===== config.mk =====
export PLATFORM = sky130hd
export DESIGN_NAME = bucket_histogram
export DESIGN_NICKNAME = d
export VERILOG_FILES = /design/src/rtl/bucket_histogram.sv
export SDC_FILE = /design/constraint.sdc
export NUM_CORES = 1
export LEC_CHECK = 0
export ABC_AREA = 1
export CAP_MARGIN = 20
export CORE_ASPECT_RATIO = 2
export CORE_MARGIN = 10
export CORE_UTILIZATION = 25
export CTS_CLUSTER_DIAMETER = 40
export DETAILED_ROUTE_END_ITERATION = 6
export PLACE_DENSITY_LB_ADDON = 0.15
export SLEW_MARGIN = 20
export SYNTH_ARGS = -nofsm -noshare
export SYNTH_HDL_FRONTEND = slang
export SYNTH_SLANG_ARGS = --single-unit

===== constraint.sdc =====
create_clock -name clk -period 2.2 [get_ports clk]
set_clock_uncertainty 0.2 [all_clocks]
set_input_delay 0.22 -clock clk [delete_from_list [all_inputs] [get_ports clk]]
set_output_delay 0.22 -clock clk [all_outputs]
set_load 0.005 [all_outputs]

===== src/rtl/bucket_histogram.sv =====
// bucket_histogram: per-window occurrence counter for 3-bit bucket codes.
// Codes 1..4 are counted into buckets 0..3 (saturating); codes 0/5/6/7 are
// accepted but only raise a sticky window error flag. After WIN_LEN accepted
// samples the four counts are streamed out over valid/ready, one bucket per
// beat, and the block then starts a fresh window.
module bucket_histogram #(
   parameter int CNT_W   = 8,
   parameter int WIN_LEN = 16
) (
   input  logic             clk,
   input  logic             rst_n,
   input  logic             in_valid,
   input  logic [2:0]       in_code,
   output logic             in_ready,
   output logic             out_valid,
   input  logic             out_ready,
   output logic [1:0]       out_bucket,
   output logic [CNT_W-1:0] out_count,
   output logic             out_last,
   output logic             out_err
);

   // Sample counter holds 0..WIN_LEN.
   localparam int SMP_W = $clog2(WIN_LEN + 1);
   localparam logic [SMP_W-1:0] SMP_LAST = SMP_W'(WIN_LEN);
   localparam logic [CNT_W-1:0] CNT_MAX  = '1;

   typedef enum logic {
      ACCUM = 1'b0,
      DUMP  = 1'b1
   } state_t;

   state_t           state;
   state_t           state_next;
   logic [SMP_W-1:0] smp_cnt;
   logic [SMP_W-1:0] smp_cnt_next;
   logic [1:0]       beat;
   logic [1:0]       beat_next;
   logic             err_flag;
   logic             err_next;

   logic             accept;
   logic             code_legal;
   logic [1:0]       code_idx;
   logic             handshake;
   logic             win_done;

   // All four bucket counters packed side by side; bucket b occupies
   // bits [b*CNT_W +: CNT_W].
   logic [4*CNT_W-1:0] count_flat;
   logic [CNT_W-1:0]   beat_count;

   // Decode the incoming sample and the output handshake.
   always_comb begin
      accept     = (state == ACCUM) && in_valid;
      code_legal = (in_code >= 3'd1) && (in_code <= 3'd4);
      // Codes 1..4 map to 0..3; code 4 (3'b100) wraps 2'b00 - 1 to 2'b11.
      code_idx   = in_code[1:0] - 2'd1;
      handshake  = (state == DUMP) && out_ready;
      win_done   = handshake && (beat == 2'd3);
   end

   // Next-state logic for the window FSM, sample counter, beat index and error flag.
   always_comb begin
      state_next   = state;
      smp_cnt_next = smp_cnt;
      beat_next    = beat;
      err_next     = err_flag;
      unique case (state)
         ACCUM: begin
            if (accept) begin
               smp_cnt_next = smp_cnt + 1'b1;
               if (!code_legal) begin
                  err_next = 1'b1;
               end
               // The sample that completes the window is still counted above.
               if ((smp_cnt + 1'b1) == SMP_LAST) begin
                  state_next = DUMP;
               end
            end
         end
         DUMP: begin
            if (handshake) begin
               if (beat == 2'd3) begin
                  state_next   = ACCUM;
                  beat_next    = 2'd0;
                  smp_cnt_next = '0;
                  err_next     = 1'b0;
               end else begin
                  beat_next = beat + 2'd1;
               end
            end
         end
         default: begin
            state_next = ACCUM;
         end
      endcase
   end

   // Control state registers; reset abandons any window in progress.
   always_ff @(posedge clk or negedge rst_n) begin
      if (!rst_n) begin
         state    <= ACCUM;
         smp_cnt  <= '0;
         beat     <= 2'd0;
         err_flag <= 1'b0;
      end else begin
         state    <= state_next;
         smp_cnt  <= smp_cnt_next;
         beat     <= beat_next;
         err_flag <= err_next;
      end
   end

   // One saturating counter per bucket, cleared when the last beat is taken.
   generate
      for (genvar gi = 0; gi < 4; gi++) begin : g_bucket
         localparam logic [1:0] IDX = 2'(gi);
         logic [CNT_W-1:0] cnt;
         logic             hit;

         // A legal accepted sample for this bucket.
         always_comb begin
            hit = accept && code_legal && (code_idx == IDX);
         end

         // Count hits, holding at full scale instead of wrapping.
         always_ff @(posedge clk or negedge rst_n) begin
            if (!rst_n) begin
               cnt <= '0;
            end else if (win_done) begin
               cnt <= '0;
            end else if (hit && (cnt != CNT_MAX)) begin
               cnt <= cnt + 1'b1;
            end
         end

         assign count_flat[gi*CNT_W +: CNT_W] = cnt;
      end
   endgenerate

   // Select the counter for the current beat.
   always_comb begin
      beat_count = count_flat[beat*CNT_W +: CNT_W];
   end

   // Outputs depend only on registered state; the count is blanked outside a dump.
   always_comb begin
      in_ready   = (state == ACCUM);
      out_valid  = (state == DUMP);
      out_bucket = (state == DUMP) ? beat : 2'd0;
      out_count  = (state == DUMP) ? beat_count : '0;
      out_last   = (state == DUMP) && (beat == 2'd3);
      out_err    = (state == DUMP) && (beat == 2'd3) && err_flag;
   end

endmodule


==> run_results.csv <==
group,metric,value,unit
status,status,"finished with violations",
status,violations,"negative setup slack",
yosys,synth_compound_area_share,8.412,%
sta,finalHoldViolCount,0,
global_route,grt_pass1_wl,13740,um
layout,num_antenna_cells,0,
yosys,synth-simple-area-share,40.05,%
yosys,synth_cell_types,27,
drt,viasPerCell,4.629,
power_and_ir_drop,internal-power,1.919,mW
cts,clock_latency,0.29,ns
cts,clkSinkCount,41,
die,num_rows,55,
die,die_h,173.1,um
critical_path,required,1.78,ns
sta,setup_viol,3,
cts,numCtsBuffers,5,
critical_path,critPathKind,"reg -> out",
sta,fin_ws,-0.08463,ns
power_and_ir_drop,switchingPower,1.328,mW
drt,totalWireLength,8345,um
sta,fin_crit_sh,103.8,%
yosys,async_reset_ff_share,100.0,%
sta,slew_viol_final,0,
sta,fmax,437.7,MHz
drt,ant_nets,0,
power_and_ir_drop,clkPwrFrac,22.6,%
job,cap_violations,0,
drt,wire_per_inst,14.00,um
power_and_ir_drop,ir_drop,0.0003237,V
place,port_buffers,20,
yosys,synth_mux_area_share,0,%
hold_path,hold_depth,2,
yosys,synth_top_flop_cell,"dfrtp_1",
yosys,syn_avg_cell_area,6.895,um^2
hold_path,hp-class,"reg -> reg",
yosys,synth-edff-count,0,
cts,cts_root_buf,"clkbuf_16",
layout,syn_to_final_growth,18.87,%
sta,rsz0062_at_grt,"true",
global_route,grt_max_degree,42,
critical_path,cp-start-kind,"register",
global_route,antenna_found_initial,0,
critical_path,rr_worst_depth,8,
power_and_ir_drop,p_per_area,932.3,nW/um^2
place,hpwl,6288,um
cts,h-tree-depth,2,
power_and_ir_drop,pwr-share-seq,37.1,%
die,core,11420,um^2
layout,drive_above_1_share,10.79,%
power_and_ir_drop,cellLeakagePower,1.800,nW
layout,final_nets,467,
yosys,synth_top_cells_by_count,"nand2_1 (112), nand3_1 (60), inv_1 (53), dfrtp_1 (41), nor2_1 (41)",
yosys,synth-seq-cells,41,
drt,firstDrtPassIters,4,
yosys,yosysTopAreaCellShare,35.01,%
yosys,synth_xor_area_share,2.989,%
die,die_w,96.56,um
sta,holdWs,0.2755,ns
die,dieArea,16710,um^2
cts,cts_buffer_depth,2,
yosys,synth_top_family_by_area,"simple AND/OR/NAND/NOR gates",
yosys,ys_seq_area_share,35.01,%
yosys,yosysMostFrequentCell,"nand2_1",
global_route,grt_use_total,10.39,%
die,initial_core_util,25.65,%
drt,post-route-drc-count,0,
yosys,synth_top_cell_by_area,"dfrtp_1",
sta,tightest_slew,0.5862,ns
layout,seq_area,1027,um^2
layout,multiInputGateArea,1602,um^2
power_and_ir_drop,power,3.248,mW
critical_path,path_max_fanout,14,
drt,vias,2759,
place,routabilityCongestion,0.7466,
yosys,yosys-top-cells-area,"dfrtp_1 (35%), nand2_1 (14%), nand3_1 (10%)",
cts,path_clk_slew,0.06,ns
yosys,netlist_area,2930,um^2
yosys,synth_fa_ha_area_share,2.989,%
die,ios,21,
critical_path,worstSetupEndpointType,"output pin",
power_and_ir_drop,share_comb_of_total_power,40.2,%
yosys,synth_warnings,0,
sta,slew_headroom,60.92,%
global_route,grt_overflow,0,
yosys,synth_nets,439,
yosys,netlist_instances,425,
drt,drt-initial-drc-count,105,
layout,num-fill-cells,1293,
critical_path,cp.arrival,1.86,ns
sta,min_period,2.285,ns
power_and_ir_drop,netSwitchingFraction,40.90,%
global_route,grt_pass1_vias,2757,
cts,cts_tree,"done",
==> flip-flops by register name, indices dropped and copies added, names as in the netlist <==
register and count:
beat 2, err_flag 1, g_bucket.cnt 32, out_valid 1, smp_cnt 5
==> logic make-up after synthesis <==
group / Yosys count
buffers and inverters: 71
DFF: 41
and+or+nand+nor: 249
xor gates and xnor gates: 10
adders and majority gates: 7
AOI/OAI and AO/OA: 47
==> power by group through the flow <==
stage	combinational (mW)	sequential, mW	clock, mW
3_3_place_gp	1.30	1.21	0
5_1_grt	1.51	1.25	0.790
4_1_cts	1.30	1.20	0.780
2_1_floorplan	0.860	1.15	0
3_5_place_dp	1.30	1.22	0
6_report	1.31	1.21	0.736
==> worst max-delay path, stage by stage (launching register included) <==
cell	delay (ns)
dfrtp_1	0.41
buf_4	0.21
nor2_1	0.07
nor2_1	0.10
o21ai_0	0.09
a21oi_1	0.17
clkdlybuf4s50_1	0.53
==> path summary, 6_finish.rpt <==
| check | from | end | slack (ns) |
|---|---|---|---|
| min in group asynchronous | rst_n | g_bucket[2].cnt[4]$_DFFE_PN0P_ | 0.34 |
| max in group asynchronous | rst_n | beat[1]$_DFFE_PN0P_ | 1.02 |
| worst max register to register | g_bucket[3].cnt[0]$_DFFE_PN0P_ | g_bucket[3].cnt[0]$_DFFE_PN0P_ | 0.48 |
| worst min register to register | err_flag$_DFFE_PN0P_ | err_flag$_DFFE_PN0P_ | 0.28 |
| worst max-delay path | beat[0]$_DFFE_PN0P_ | out_count[1] | -0.08 |
| worst min-delay path | err_flag$_DFFE_PN0P_ | err_flag$_DFFE_PN0P_ | 0.28 |
==> cells in the final DEF (no fill, tap or decap) <==
master and instances:
nand2_1 112, nand3_1 60, inv_1 52, nor2_1 41
dfrtp_1 40, o21ai_0 24, a21oi_1 17, clkdlybuf4s50_1 13
buf_4 11, xor2_1 10, nor2_4 7, nand4_1 6
nand3b_1 6, ha_1 6, inv_2 5, nor3_1 5
nand2_2 5, clkbuf_16 5, o211ai_1 3, nand2_4 3
clkinv_2 3, nand4_2 3, dlygate4sd2_1 3, dlymetal6s2s_1 3
clkinvlp_4 1, a21oi_2 1, nand3_2 1, o21bai_1 1
o22ai_1 1, ha_2 1, dfrtp_2 1, clkbuf_1 1
dlygate4sd3_1 1, buf_2 1, buf_12 1
==> per-stage QoR <==
stage | instance area, um^2 | setup TNS [ns] | std cells | utilization [%] | setup WS [ns]
final | 3483 | -0.1742 | 596 | 30.49 | -0.08463
after global routing | 3483 | -0.4985 | 596 | 30.49 | -0.1731
after CTS | 3453 | -0.3585 | 594 | 30.23 | -0.09154
after detailed placement | 3304 | 0 | 585 | 28.93 | 0.2151
after global placement | 3304 | 0 | 585 | 28.93 | 0.2409
after floorplan | 2930 | 0 | 425 | - | 0.7092
==> layout make-up <==
class	instances	share of cell area, %
multi-input cells	313	45.98
flip-flops and latches	41	29.49
repair buffers	33	8.944
inverters	59	6.501
well taps	142	5.101
clock buffers	6	3.700
clock inverters	2	0.2874
==> timing repair <==
action / 4_1_cts / 5_1_grt
resized for setup: 5 / 5
pin swaps: 0 / 1
setup endpoints to repair: 9 / 6
setup buffers: 0 / 2
hold endpoints to repair: 41 / 0
hold buffers: 1 / 0
==> per-layer routing <==
metal	vias to the layer above	wire length [um]	global-route usage, %
li1	1413	-	-
met1	1302	3479	11.57
met2	37	4365	18.11
met3	7	343	2.256
met4	0	156	4.080
met5	-	0	0
Note: power is estimated with default switching activity, not from simulation.
